$ cat src/rtl/spwm_3phase_gen.sv
// Three-phase sine-PWM gate generator: 48-step sine table, triangle carrier,
// per-leg complementary gates with dead time.
module spwm_3phase_gen #(
    parameter int unsigned CARRIER_MAX = 255,
    parameter int unsigned DEAD_TIME   = 8
) (
    input  logic       clk_in,
    input  logic       reset,
    input  logic       step_in,
    input  logic       enable,
    input  logic [7:0] mod_index,
    output logic       gate_ah,
    output logic       gate_al,
    output logic       gate_bh,
    output logic       gate_bl,
    output logic       gate_ch,
    output logic       gate_cl,
    output logic [5:0] step_idx,
    output logic       sync_out,
    output logic [5:0] o_leg_state
);

    typedef enum logic [1:0] {
        LEG_OFF  = 2'd0,
        LEG_DEAD = 2'd1,
        LEG_HI   = 2'd2,
        LEG_LO   = 2'd3
    } leg_state_t;

    localparam logic [7:0] C_MAX  = 8'(CARRIER_MAX);
    localparam logic [7:0] D_LAST = 8'(DEAD_TIME - 1);

    // round(128 + 127*sin(2*pi*k/48)), rounding the sine term half away from zero
    function automatic logic [7:0] sine_rom(input logic [5:0] k);
        logic [7:0] v;
        case (k)
            6'd0:  v = 8'd128; 6'd1:  v = 8'd145; 6'd2:  v = 8'd161; 6'd3:  v = 8'd177;
            6'd4:  v = 8'd192; 6'd5:  v = 8'd205; 6'd6:  v = 8'd218; 6'd7:  v = 8'd229;
            6'd8:  v = 8'd238; 6'd9:  v = 8'd245; 6'd10: v = 8'd251; 6'd11: v = 8'd254;
            6'd12: v = 8'd255; 6'd13: v = 8'd254; 6'd14: v = 8'd251; 6'd15: v = 8'd245;
            6'd16: v = 8'd238; 6'd17: v = 8'd229; 6'd18: v = 8'd218; 6'd19: v = 8'd205;
            6'd20: v = 8'd192; 6'd21: v = 8'd177; 6'd22: v = 8'd161; 6'd23: v = 8'd145;
            6'd24: v = 8'd128; 6'd25: v = 8'd111; 6'd26: v = 8'd95;  6'd27: v = 8'd79;
            6'd28: v = 8'd64;  6'd29: v = 8'd51;  6'd30: v = 8'd38;  6'd31: v = 8'd27;
            6'd32: v = 8'd18;  6'd33: v = 8'd11;  6'd34: v = 8'd5;   6'd35: v = 8'd2;
            6'd36: v = 8'd1;   6'd37: v = 8'd2;   6'd38: v = 8'd5;   6'd39: v = 8'd11;
            6'd40: v = 8'd18;  6'd41: v = 8'd27;  6'd42: v = 8'd38;  6'd43: v = 8'd51;
            6'd44: v = 8'd64;  6'd45: v = 8'd79;  6'd46: v = 8'd95;  6'd47: v = 8'd111;
            default: v = 8'd128;
        endcase
        return v;
    endfunction

    function automatic logic [7:0] scale(input logic [7:0] s, input logic [7:0] m);
        logic signed [16:0] diff;
        logic signed [16:0] prod;
        logic signed [16:0] shr;
        diff = $signed({9'b0, s}) - 17'sd128;
        prod = diff * $signed({9'b0, m});
        shr  = prod >>> 8;
        return 8'(shr + 17'sd128);
    endfunction

    logic       r_step_q;
    logic [5:0] r_idx;
    logic       r_sync;
    logic [7:0] r_carrier;
    logic       r_up;
    logic [7:0] r_duty [3];
    leg_state_t r_state [3];
    logic [7:0] r_dead_cnt [3];
    logic [2:0] r_gh;
    logic [2:0] r_gl;

    logic       w_step_edge;
    logic [5:0] w_kb;
    logic [5:0] w_kc;
    logic [2:0] w_want;

    assign w_step_edge = step_in & ~r_step_q;
    assign w_kb = (r_idx >= 6'd32) ? r_idx - 6'd32 : r_idx + 6'd16;
    assign w_kc = (r_idx >= 6'd16) ? r_idx - 6'd16 : r_idx + 6'd32;

    always_comb begin
        w_want = 3'b000;
        for (int i = 0; i < 3; i++) begin
            w_want[i] = (r_duty[i] > r_carrier);
        end
    end

    always_ff @(posedge clk_in or posedge reset) begin
        if (reset) begin
            r_step_q <= 1'b0;
            r_idx    <= 6'd0;
            r_sync   <= 1'b0;
        end else begin
            r_step_q <= step_in;
            r_sync   <= w_step_edge && (r_idx == 6'd47);
            if (w_step_edge) begin
                r_idx <= (r_idx == 6'd47) ? 6'd0 : r_idx + 6'd1;
            end
        end
    end

    // Duties reload only at the carrier valley so a pulse is never cut mid-period.
    always_ff @(posedge clk_in or posedge reset) begin
        if (reset) begin
            r_carrier <= 8'd0;
            r_up      <= 1'b1;
            for (int i = 0; i < 3; i++) begin
                r_duty[i] <= 8'd128;
            end
        end else begin
            if (r_up) begin
                if (r_carrier == C_MAX) begin
                    r_up      <= 1'b0;
                    r_carrier <= r_carrier - 8'd1;
                end else begin
                    r_carrier <= r_carrier + 8'd1;
                end
            end else begin
                if (r_carrier == 8'd0) begin
                    r_up      <= 1'b1;
                    r_carrier <= 8'd1;
                end else begin
                    r_carrier <= r_carrier - 8'd1;
                end
            end
            if (r_carrier == 8'd0) begin
                r_duty[0] <= scale(sine_rom(r_idx), mod_index);
                r_duty[1] <= scale(sine_rom(w_kb), mod_index);
                r_duty[2] <= scale(sine_rom(w_kc), mod_index);
            end
        end
    end

    // Gates are set on the same edge as the state they belong to, so the
    // both-off window starts on the edge where the compare flips.
    always_ff @(posedge clk_in or posedge reset) begin
        if (reset) begin
            for (int i = 0; i < 3; i++) begin
                r_state[i]    <= LEG_OFF;
                r_dead_cnt[i] <= 8'd0;
            end
            r_gh <= 3'b000;
            r_gl <= 3'b000;
        end else begin
            for (int i = 0; i < 3; i++) begin
                if (!enable) begin
                    r_state[i] <= LEG_OFF;
                    r_gh[i]    <= 1'b0;
                    r_gl[i]    <= 1'b0;
                end else begin
                    case (r_state[i])
                        LEG_OFF: begin
                            r_state[i]    <= LEG_DEAD;
                            r_dead_cnt[i] <= 8'd0;
                            r_gh[i]       <= 1'b0;
                            r_gl[i]       <= 1'b0;
                        end
                        LEG_DEAD: begin
                            if (r_dead_cnt[i] == D_LAST) begin
                                r_state[i] <= w_want[i] ? LEG_HI : LEG_LO;
                                r_gh[i]    <= w_want[i];
                                r_gl[i]    <= ~w_want[i];
                            end else begin
                                r_dead_cnt[i] <= r_dead_cnt[i] + 8'd1;
                            end
                        end
                        LEG_HI: begin
                            if (!w_want[i]) begin
                                r_state[i]    <= LEG_DEAD;
                                r_dead_cnt[i] <= 8'd0;
                                r_gh[i]       <= 1'b0;
                            end
                        end
                        LEG_LO: begin
                            if (w_want[i]) begin
                                r_state[i]    <= LEG_DEAD;
                                r_dead_cnt[i] <= 8'd0;
                                r_gl[i]       <= 1'b0;
                            end
                        end
                        default: begin
                            r_state[i] <= LEG_OFF;
                            r_gh[i]    <= 1'b0;
                            r_gl[i]    <= 1'b0;
                        end
                    endcase
                end
            end
        end
    end

    assign gate_ah     = r_gh[0];
    assign gate_al     = r_gl[0];
    assign gate_bh     = r_gh[1];
    assign gate_bl     = r_gl[1];
    assign gate_ch     = r_gh[2];
    assign gate_cl     = r_gl[2];
    assign step_idx    = r_idx;
    assign sync_out    = r_sync;
    assign o_leg_state = {r_state[2], r_state[1], r_state[0]};

endmodule

$ cat config.mk
export PLATFORM = sky130hd
export DESIGN_NAME = spwm_3phase_gen
export DESIGN_NICKNAME = d
export VERILOG_FILES = /design/src/rtl/spwm_3phase_gen.sv
export SDC_FILE = /design/constraint.sdc
export NUM_CORES = 1
export LEC_CHECK = 0
export ABC_AREA = 0
export CAP_MARGIN = 20
export CORE_MARGIN = 2
export CORE_UTILIZATION = 43
export DETAILED_ROUTE_END_ITERATION = 8
export PLACE_DENSITY = 0.59
export SYNTH_ARGS = -nofsm -noshare
export SYNTH_HDL_FRONTEND = slang
export SYNTH_SLANG_ARGS = --single-unit
$ cat constraint.sdc
create_clock -name clk_in -period 6.4 [get_ports clk_in]
set_input_delay 1.6 -clock clk_in [delete_from_list [all_inputs] [get_ports clk_in]]
set_output_delay 1.6 -clock clk_in [all_outputs]
set_load 0.005 [all_outputs]
# [Yosys cells after proc, flatten, opt, wreduce, memory -nomap -nowiden]
# Memories as Yosys holds them, arrays and structs flattened.
# Cells that the tools add are included.
[totals] register_bits=77 mem_bits_ro=1536 inputBits=12 output_inout_bits=19 word_cells=173 mem_count=3
[classes] add_sub_neg=16 n_mul=3 order_cmp=5 n_eq_ne=38 muxes=66 n_bitwise=5 reduce_logical=17
[memory_table] memory="(no name shown)" depth=64 width=8 read_ports=1 rd_ports_with_merged_regs=0 write_ports=0 line_no="36" source="case (k)"
[memory_table] memory="(no name shown)" depth=64 width=8 read_ports=1 rd_ports_with_merged_regs=0 write_ports=0 line_no="36"
[memory_table] memory="(no name shown)" depth=64 width=8 read_ports=1 rd_ports_with_merged_regs=0 write_ports=0 line_no="36"
[op_table] op="$mux W8" count=15
[op_table] op="$pmux W8 S4" count=3
[op_table] op="$mul A9 B9 Y16" count=3
[op_table] op="$add A8 B1 Y8 const B" count=4
[op_table] op="$ne A3 B3 Y1 const B" count=9
[op_table] op="$reduce_and A3 Y1" count=9
[op_table] op="$sub A8 B8 Y9 const B" count=3
[op_table] op="$add A8 B8 Y8 const B" count=3
[op_table] op="$eq A8 B3 Y1 const B" count=3
[op_table] op="$gt A8 B8 Y1" count=3
[op_table] op="$mux W1" count=24
[op_table] op="$mux W2" count=12
[op_table] op="$ne A4 B1 Y1 const B" count=6
[op_table] op="$pmux W2 S4" count=3
[op_table] op="$mux W6" count=3
[op_table] op="$ne A2 B2 Y1 const B" count=9
[op_table] op="$pmux W1 S3" count=6
[op_table] op="$eq A2 B2 Y1 const B" count=6
[op_table] op="$reduce_and A4 Y1" count=3
[op_table] op="$eq A8 B8 Y1 const B" count=1
[op_table] op="$logic_not A8 Y1" count=1
[op_table] op="$sub A8 B1 Y8 const B" count=1
[op_table] op="$add A6 B1 Y6 const B" count=1
[op_table] op="$add A6 B5 Y6 const B" count=1
[op_table] op="11 further kinds" count=18

# [Logic depth before layout (Yosys ltp)]
# An unclocked memory read counts as a cell.
[depth] ltp_word=7 depth_mapped=27 ltp_nobuf=26

# [Worst setup path after synthesis]
# No wires, ideal clock.
[synth_timing] path_kind="input -> register" start="in mod_index[0]" end="reg r_duty[14] (netlist bit)" setup_time_ns=0.131 arrival_time_ns=5.922 required_time_ns=6.269 setup_slack_ns=0.346 stages=17 path_buffers=2 path_cell_list="clkbuf_1 -> clkbuf_1 -> nand2_1 -> fa_1 -> fa_1 -> inv_1 -> fa_1 -> inv_1 -> fa_1 -> inv_1 -> ha_1 -> and2_1 -> o21ai_0 -> o31ai_4 -> o41ai_2 -> xor2_1 -> o21ai_1"
[synth_between] elab_chain_cells=2
[synth_rtl] item="start, declared" line_no="11" source="input logic [7:0] mod_index,"
[synth_rtl] item="$mul A9 B9 Y16" line_no="59" source="prod = diff * $signed({9'b0, m});"
[synth_rtl] item="$add A8 B8 Y8" line_no="61" source="return 8'(shr + 17'sd128);"
[synth_rtl] item="end, declared" line_no="69" source="logic [7:0] r_duty [3];"
# Every way passes these cells.
# A chain may end at the register's enable or synchronous reset.

# [Worst setup path in the final report]
[layout_timing] start="in mod_index[3]" end="reg r_duty[23] (netlist bit)"
# The elaborated chain is that of the path after synthesis.

==> out/metrics.cfg <==
[outcome]
outcome=finished clean

[critical_path]
crit_type=primary input to register
path_buf_inv=5
crit_path_max_incr_delay_ns=0.59
crit_family=adder cells
reg2reg_from=step_idx[5]$_DFFE_PP0P_
r2r-end=r_duty[15]$_DFFE_PP1P_
cp-endpoint=r_duty[23]$_DFFE_PP1P_
crit_slowest_cell=clkdlybuf4s50_1
cp_common_cell=fa_1
cp_cell_sequence=clkdlybuf4s50_1 > buf_4 > nand2_1 > fa_1 > inv_1 > fa_1 > fa_1 > inv_1 > fa_1 > inv_1 > ha_1 > or3_1 > o21ai_0 > a211oi_2 > or3_1 > xnor2_1 > o21ai_1
cp-end-kind=register
crit_arrival_ns=6.34
r2r_slack_ns=0.38
r2r_cells=20
path_depth=17
crit_fanout=15
crit_required_ns=6.68
cp-start-kind=primary input
crit_path_start=mod_index[3]

[drt]
wirelength_um=27610
drc=0
vias=9322
drt_pass1_iterations=6
routed_via_density=5.145
drt_iter0_drc=401
post_drt_wl_per_cell_um=15.24
ant_nets=0

[sta]
finalSetupViolCount=0
fin_crit_ns=6.056
maxSlewHeadroom_pct=43.36
whs_ns=0.4744
rsz0062_at_grt=no
finalHoldViolations=0
max_freq_mhz=165.1
skew_ns=0.01864
tightest_slew_ns=0.8496
period_share_pct=94.62
final_max_slew_viol_count=0

[cells_and_area]
insertedDiodeCount=0
multi_input_area_um2=9164
area_growth_pct=11.53
seq_area_um2=1932
num-fill-cells=2710
drive_gt1_share_pct=8.089
final_nets=1719
final_cells=1812

[clock_tree]
post_cts_buffers=0
clk_path_buf_depth=2
h-tree-depth=3
clk_latency_ns=0.36
cts_inserted_buffers=9
clock-root-buffer=clkbuf_16
clk_pin_slew_worst_paths_ns=0.07
cts_sinks=77
cts_tree=built
holdBufCountCts=0
ctsResizeCount=0

[yosys]
syn_area_um2=12150
syn_nets=1670
yosys.area.top_type_share_pct=25.21
ys.flop_type=dfrtp_1
synth_edf_count=0
ys_seq_area_share_pct=15.90
synth.largest_area_cell=fa_1
ys_ff_latch=77
synthCells=1380
synthTopCellsByArea=fa_1 25%, dfrtp_1 15%, ha_1 13%
ys_warn_count=0
syn_area_per_cell_um2=8.804
ys_types=71
synthArstFlopShare_pct=100.0

[place]
io_buffers=30
gp_congestion=0.8743
hpwlAfterDp_um=22380
dp_cells=1796

[die]
row_count=61
initial_core_util_pct=43.73
die_w_um=172.1
dieArea_um2=29620
design.core.area_um2=27780
die_h_um=172.1
io_pins=31

[global_route]
grt_pass1_vias=9560
overflow=0
grt_pass1_wl_um=47240
grt_max_degree=62
antenna_found_initial=0
grtUsageTotal_pct=19.92

[job]
cap_violations=0

[hold_path]
min_path_type=register to register

## area by class of cell
class                           instances  share of cell area, %
Clock inverter                          7                 0.8310
Clock buffer                            9                  1.662
Timing Repair Buffer                   82                  5.429
Tap cell                              378                  3.490
Sequential cell                        77                  14.26
Multi-Input combinational cell       1018                  67.63
Inverter                              241                  6.704
## synth_stat cells, drive strengths merged (7+ instances only)
cell type  count
mux2i         17
clkbuf        38
nor3          18
nand4         15
inv          240
xnor2         32
o31ai          7
o22a           7
fa           153
a21o           8
a31oi          9
nor2          56
o21a          19
o22ai         12
ha           125
a21oi         34
nand2b        19
nand3         36
o21ai         67
nor2b         31
dfrtp         73
and3          12
xor2          11
nand2        138
and2         108
## logic make-up (layout without fill, tap and decap cells)
group	count (synthesis)	after routing	synth area share (%)
AOI/OAI and AO/OA	215	215	12.43
xor gates and xnor gates	43	43	3.100
adders and majority gates	281	281	38.33
buffers and inverters	285	339	9.022
DFF	77	77	15.90
muxes	23	23	2.049
and+or+nand+nor	456	456	19.17
## worst reg2reg max path, cell delays in order (launching register included)
cell and delay (ns):
dfrtp_1 0.48, inv_1 0.18, ha_1 0.52, nand2b_1 0.28
o21ai_1 0.45, nand2_1 0.27, fa_1 0.61, fa_1 0.52
inv_1 0.06, fa_1 0.52, inv_1 0.05, fa_1 0.48
inv_1 0.04, ha_1 0.28, and2_1 0.14, o21ai_0 0.28
o31ai_4 0.16, o41ai_2 0.30, buf_4 0.18, nand2_1 0.04
o211ai_1 0.11
## through the flow
stage,util (%),TNS [ns],area [um^2],setup WS [ns]
global placement,47.38,-0.1377,13160,-0.04497
detailed placement,47.38,-0.6949,13160,-0.1306
global route,48.78,0,13550,0.02704
CTS,48.59,0,13500,0.1786
floorplan,-,0,12150,0.3464
finish,48.78,0,13550,0.3444
## flip-flops by register name (all words and copies together), names as in the netlist
register / flops
step_idx: 6
r_dead_cnt: 24
r_step_q: 1
r_up: 1
r_gl: 3
r_carrier: 8
o_leg_state: 6
r_duty: 24
r_gh: 3
sync_out: 1
## cells in the final DEF, fill, tap and decap left out, types with 8 or more instances in the layout
cell type	count
nand3_1	36
and3_1	12
nor2b_1	31
clkbuf_16	9
inv_1	237
a21o_1	8
clkdlybuf4s50_1	27
nand2_1	138
o21ai_0	52
nand4_1	15
mux2i_1	17
o22ai_1	8
dfrtp_1	73
fa_1	153
o21ai_1	13
and2_1	108
buf_4	49
nor2_1	56
a21oi_1	34
nor3_1	18
xor2_1	11
xnor2_1	32
nand2b_1	19
ha_1	124
o21a_1	18
## how the worst min path moves through the flow
stage                                    startpoint                        end  cells after the start
final                         r_duty[2]$_DFFE_PP0P_      r_duty[2]$_DFFE_PP0P_                      2
after global routing         r_duty[23]$_DFFE_PP1P_     r_duty[23]$_DFFE_PP1P_                      2
after CTS                     r_duty[2]$_DFFE_PP0P_      r_duty[2]$_DFFE_PP0P_                      2
after detailed placement      r_duty[2]$_DFFE_PP0P_      r_duty[2]$_DFFE_PP0P_                      2
after global placement       r_duty[23]$_DFFE_PP1P_     r_duty[23]$_DFFE_PP1P_                      2
after floorplan           r_dead_cnt[7]$_DFFE_PP0P_  r_dead_cnt[7]$_DFFE_PP0P_                      1
## layer usage
metal  global-route usage, %  up-vias  routed length, um
li1                        -     4569                  -
met1                   26.44     4565              13010
met2                   34.64      141              13300
met3                   1.556       47                653
met4                   6.357        0                646
met5                       0        -                  0
Power is not shown: default switching activity piles up to over one toggle a cycle in this logic, so the estimate is an artifact.
